`src/rtl/ack_tx_scheduler.sv`:
```
// Transmit scheduler: queues ACK requests and arbitrates generated ACK packets
// against local data packets onto one registered output port.
module ack_tx_scheduler #(
  parameter int NODE_ID_WIDTH   = 8,
  parameter int PACKET_ID_WIDTH = 8,
  parameter int PAYLOAD_WIDTH   = 32,
  parameter int ACK_DEPTH       = 4,
  parameter int MAX_ACK_BURST   = 3
) (
  input  logic                         clk,
  input  logic                         rst_n,
  input  logic                         ack_req,
  input  logic [NODE_ID_WIDTH-1:0]     ack_req_src_id,
  input  logic [PACKET_ID_WIDTH-1:0]   ack_req_packet_id,
  output logic                         ack_drop,
  input  logic                         data_valid,
  output logic                         data_ready,
  input  logic [NODE_ID_WIDTH-1:0]     data_dst_id,
  input  logic [PACKET_ID_WIDTH-1:0]   data_packet_id,
  input  logic [PAYLOAD_WIDTH-1:0]     data_payload,
  output logic                         tx_valid,
  input  logic                         tx_ready,
  output logic                         tx_is_ack,
  output logic [NODE_ID_WIDTH-1:0]     tx_dst_id,
  output logic [PACKET_ID_WIDTH-1:0]   tx_packet_id,
  output logic [PAYLOAD_WIDTH-1:0]     tx_payload,
  output logic [$clog2(ACK_DEPTH):0]   ack_count
);

  localparam int PW = $clog2(ACK_DEPTH);
  localparam int CW = PW + 1;
  localparam int SW = $clog2(MAX_ACK_BURST + 1);

  typedef enum logic [1:0] {IDLE, SEND_ACK, SEND_DATA} state_t;

  state_t                       r_state;
  state_t                       w_state_nxt;
  logic [NODE_ID_WIDTH-1:0]     r_src_mem [ACK_DEPTH];
  logic [PACKET_ID_WIDTH-1:0]   r_pid_mem [ACK_DEPTH];
  logic [PW-1:0]                r_wr_ptr;
  logic [PW-1:0]                r_rd_ptr;
  logic [CW-1:0]                r_count;
  logic [SW-1:0]                r_streak;
  logic [NODE_ID_WIDTH-1:0]     r_tx_dst;
  logic [PACKET_ID_WIDTH-1:0]   r_tx_pid;
  logic [PAYLOAD_WIDTH-1:0]     r_tx_payload;
  logic                         r_ack_drop;

  logic w_free;
  logic w_streak_ok;
  logic w_load_ack;
  logic w_load_data;
  logic w_push;

  // Pop and load are the same event; a full FIFO still accepts a push when it pops.
  always_comb begin
    w_free      = (r_state == IDLE) || tx_ready;
    w_streak_ok = r_streak < SW'(MAX_ACK_BURST);
    w_load_ack  = w_free && (r_count != '0) && (w_streak_ok || !data_valid);
    w_load_data = w_free && !w_load_ack && data_valid;
    w_push      = ack_req && ((r_count != CW'(ACK_DEPTH)) || w_load_ack);
    w_state_nxt = r_state;
    if (w_free) begin
      if (w_load_ack)       w_state_nxt = SEND_ACK;
      else if (w_load_data) w_state_nxt = SEND_DATA;
      else                  w_state_nxt = IDLE;
    end
  end

  always_ff @(posedge clk or negedge rst_n) begin
    if (!rst_n) r_state <= IDLE;
    else        r_state <= w_state_nxt;
  end

  always_ff @(posedge clk) begin
    if (w_push) begin
      r_src_mem[r_wr_ptr] <= ack_req_src_id;
      r_pid_mem[r_wr_ptr] <= ack_req_packet_id;
    end
  end

  always_ff @(posedge clk or negedge rst_n) begin
    if (!rst_n) begin
      r_wr_ptr     <= '0;
      r_rd_ptr     <= '0;
      r_count      <= '0;
      r_streak     <= '0;
      r_tx_dst     <= '0;
      r_tx_pid     <= '0;
      r_tx_payload <= '0;
      r_ack_drop   <= 1'b0;
    end else begin
      r_ack_drop <= ack_req && !w_push;
      if (w_push)     r_wr_ptr <= r_wr_ptr + 1'b1;
      if (w_load_ack) r_rd_ptr <= r_rd_ptr + 1'b1;
      case ({w_push, w_load_ack})
        2'b10:   r_count <= r_count + 1'b1;
        2'b01:   r_count <= r_count - 1'b1;
        default: r_count <= r_count;
      endcase
      if (w_load_ack) begin
        if (w_streak_ok) r_streak <= r_streak + 1'b1;
        r_tx_dst     <= r_src_mem[r_rd_ptr];
        r_tx_pid     <= r_pid_mem[r_rd_ptr];
        r_tx_payload <= '0;
      end else if (w_load_data) begin
        r_streak     <= '0;
        r_tx_dst     <= data_dst_id;
        r_tx_pid     <= data_packet_id;
        r_tx_payload <= data_payload;
      end
    end
  end

  assign tx_valid     = (r_state != IDLE);
  assign tx_is_ack    = (r_state == SEND_ACK);
  assign tx_dst_id    = r_tx_dst;
  assign tx_packet_id = r_tx_pid;
  assign tx_payload   = r_tx_payload;
  assign data_ready   = w_load_data;
  assign ack_drop     = r_ack_drop;
  assign ack_count    = r_count;

endmodule

```
`config.mk`:
```
export PLATFORM = sky130hd
export DESIGN_NAME = ack_tx_scheduler
export DESIGN_NICKNAME = d
export VERILOG_FILES = /design/src/rtl/ack_tx_scheduler.sv
export SDC_FILE = /design/constraint.sdc
export NUM_CORES = 1
export LEC_CHECK = 0
export CORE_UTILIZATION = 45
export CTS_CLUSTER_SIZE = 25
export DETAILED_ROUTE_END_ITERATION = 10
export DONT_BUFFER_PORTS = 1
export PLACE_DENSITY = 0.57
export SETUP_SLACK_MARGIN = 0.05
export SYNTH_ARGS = -nofsm -noshare
export SYNTH_HDL_FRONTEND = slang
export SYNTH_SLANG_ARGS = --single-unit
```
`constraint.sdc`:
```
create_clock -name clk -period 4.55 [get_ports clk]
set_input_delay 0.455 -clock clk [delete_from_list [all_inputs] [get_ports clk]]
set_output_delay 0.455 -clock clk [all_outputs]
set_load 0.01 [all_outputs]
```
==> metrics.yaml <==
outcome: "complete, no violations"
yosysUniqueCellTypes: 37
arrival_ns: 2.53
met3_usage: 0.0674
synthAdderAreaFrac: 0.0170
setup_ws_ns: 1.56
clockBufferDepth: 2
grt_usage: 0.183
critical_path.endpoint_type: "output pin"
fillers: 839
hold_path_class: "primary input to flop"
numCtsBuffers: 17
cp_slowest_cell: "nor2_4"
postRouteAntennaNets: 0
antenna_found_initial: 0
drc: 0
syn_to_final_growth_pct: 14.3
htree_levels: 4
rsz0062_at_grt: "no"
hold_viol_final: 0
ff2ff_setup_slack_ns: 2.16
fin_skew_ns: 0.00832
r2r_start: "ack_count[1]"
rr_endpoint: "tx_packet_id[1]"
vias_per_cell: 5.72
pre_cts_slack_ns: 2.10
drive_gt1_frac: 0.170
critPathMaxFanout: 49
syn_inst: 279
synth_area_per_cell_um2: 17.4
die_area_um2: 11200
nets: 362
synth_edf_count: 64
min_path_cells: 0
critical_path_class: "flop to output pin"
hold_path_end: "r_src_mem[2][2]"
critPathMaxStageDelay_ns: 0.88
wl_per_cell_um: 21.7
cts_setup_buffers: 0
routed_wl_um: 9480
drtPass1Iterations: 4
power_per_cell_area_nw_per_um2: 734
drt-initial-drc-count: 171
clock_latency_ns: 0.52
finalCritPeriodShare: 0.656
synth-seq-area-share: 0.706
core_area_um2: 10400
startpoint_type: "flop"
grt_pass1_wl_um: 14700
dieWidth_um: 106
synth_top_family_by_area: "compound AO/OA/AOI/OAI gates"
yosys-top-cells-area: "edfxtp_1 40%, dfrtp_1 31%, mux4_2 7.4%"
final.setup.tns_ns: 0
grt_util_met2: 0.286
floorplan.rows: 37
antennaDiodeCount: 0
hp-start: "ack_req_src_id[2]"
grt_pass1_vias: 2595
cts_resized: 0
required_ns: 4.09
cts_tree: "done"
hpwlAfterDp_um: 5970
hold_buffers: 3
synth_fp_nets: 354
finalNonFillerCells: 436
peakVddDrop_uv: 312
path_clk_slew_ns: 0.06
port_buffers: 0
cap_violations: 0
clock-sinks: 124
min_period_ns: 2.99
initial_utilization: 0.468
reg2reg_depth: 4
fmax_ghz: 0.335
grt-busiest-layer: "met2"
synth_largest_area_cell: "edfxtp_1"
synth_xor_area_frac: 0.00903
synth.area.mux_share: 0.0786
grt_max_degree: 61
ys_ff_latch: 124
dp_cells: 401
ys.flop_type: "edfxtp_1"
gr-usage-met1: 0.219
worstMarginPinSlew_ns: 1.17
p_total_mw: 4.07
final_util: 0.535
io_pins: 124
setup_viol: 0
synthArstFlopShare: 0.484
root_buffer: "clkbuf_8"
synthSimpleGateAreaFrac: 0.0516
overflow: 0
maxSlewHeadroom: 0.219
synth_compound_area_frac: 0.112
die_h_um: 106
critPathBufInv: 0
leakagePower_nw: 2.12
cp_top_family: "simple AND/OR/NAND/NOR gates"
cp_cell_sequence: "or3_4, nor3b_4, nor2_4"
via_count: 2495
yosys_warnings: 0
synth_area_um2: 4850
drv_slew: 0
yosysTopAreaCellShare: 0.396
place.gp.congestion: 0.770
worst reg2reg max path, stage by stage (launching register included):
cell,delay [ns]
dfrtp_1,0.46
or3_4,0.46
nor3b_4,0.20
nor2_4,0.88
a221o_1,0.32
cell families after synthesis:
| kind of cell | count (synthesis) |
|---|---|
| fa+ha+maj | 6 |
| simple gates | 40 |
| buf+inv | 23 |
| flops | 124 |
| xor+xnor | 5 |
| mux | 18 |
| compound gates | 63 |
synthesized netlist by cell type (4+ instances only):
| library cell | number |
|---|---|
| edfxtp_1 | 64 |
| nand2_1 | 8 |
| a22o_1 | 32 |
| inv_1 | 7 |
| clkbuf_1 | 4 |
| nor2b_1 | 17 |
| a221o_1 | 16 |
| mux4_2 | 16 |
| dfrtp_1 | 60 |
| xnor2_1 | 5 |
| and2_1 | 4 |
| buf_2 | 7 |
| ha_1 | 5 |
routing by layer:
metal	up-vias	share of wire
li1	1117	-
met1	1259	0.41
met2	102	0.49
met3	17	0.084
met4	0	0.022
met5	-	0
flip-flops by register name, summed over array words and instances (netlist names):
name / cells
r_pid_mem: 32
r_src_mem: 32
tx_payload: 32
tx_dst_id: 8
tx_packet_id: 8
ack_count: 3
r_rd_ptr: 2
r_state: 2
r_streak: 2
r_wr_ptr: 2
ack_drop: 1
worst max-delay path by stage:
stage / start / endpoint / slack, ns / cells after the start
2_1_floorplan: r_streak[0] / ack_count[2] / 2.52 / 8
3_3_place_gp: ack_count[0] / data_ready / 2.12 / 3
3_5_place_dp: ack_count[0] / data_ready / 2.10 / 3
4_1_cts: ack_count[1] / data_ready / 1.52 / 3
5_1_grt: ack_count[0] / data_ready / 1.46 / 3
6_report: ack_count[1] / data_ready / 1.56 / 3
per-stage QoR:
| stage | cell area [µm²] | hold slack [ns] |
|---|---|---|
| after floorplan | 4850 | 0.159 |
| after global placement | 4950 | 0.161 |
| after detailed placement | 4950 | 0.161 |
| after CTS | 5550 | 0.00279 |
| after global routing | 5550 | 0.00519 |
| final | 5550 | 0.0295 |
cells in the final DEF (no fill, tap or decap), drive strengths merged, types with 2 or more instances in the layout:
cell,instances
edfxtp,64
dfrtp,60
a22o,32
clkbuf,20
nor2b,17
mux4,16
a221o,16
nand2,8
inv,7
clkinv,7
xnor2,5
ha,5
and2,4
a21oi,3
clkinvlp,3
nor2,3
o21ai,3
buf,3
nand4,2
o22ai,2
bufinv,2
dlygate4sd3,2
nor3b,2
where the power goes:
part | internal, mW | switching (mW) | leakage (nW) | total, mW
Combinational | 0.484 | 0.469 | 0.516 | 0.953
Sequential | 1.53 | 0.343 | 1.35 | 1.87
Clock | 0.772 | 0.472 | 0.255 | 1.24
Total | 2.79 | 1.28 | 2.12 | 4.07
cell type report:
| class | instances | area [µm²] | share of cell area |
|---|---|---|---|
| Timing Repair Buffer | 5 | 62.6 | 0.0113 |
| Clock buffer | 20 | 425 | 0.0767 |
| Tap cell | 136 | 170 | 0.0307 |
| Clock inverter | 12 | 124 | 0.0223 |
| Sequential cell | 124 | 3420 | 0.617 |
| Multi-Input combinational cell | 132 | 1320 | 0.237 |
| Inverter | 7 | 26.3 | 0.00474 |
Power figures use the tool's default switching activity.
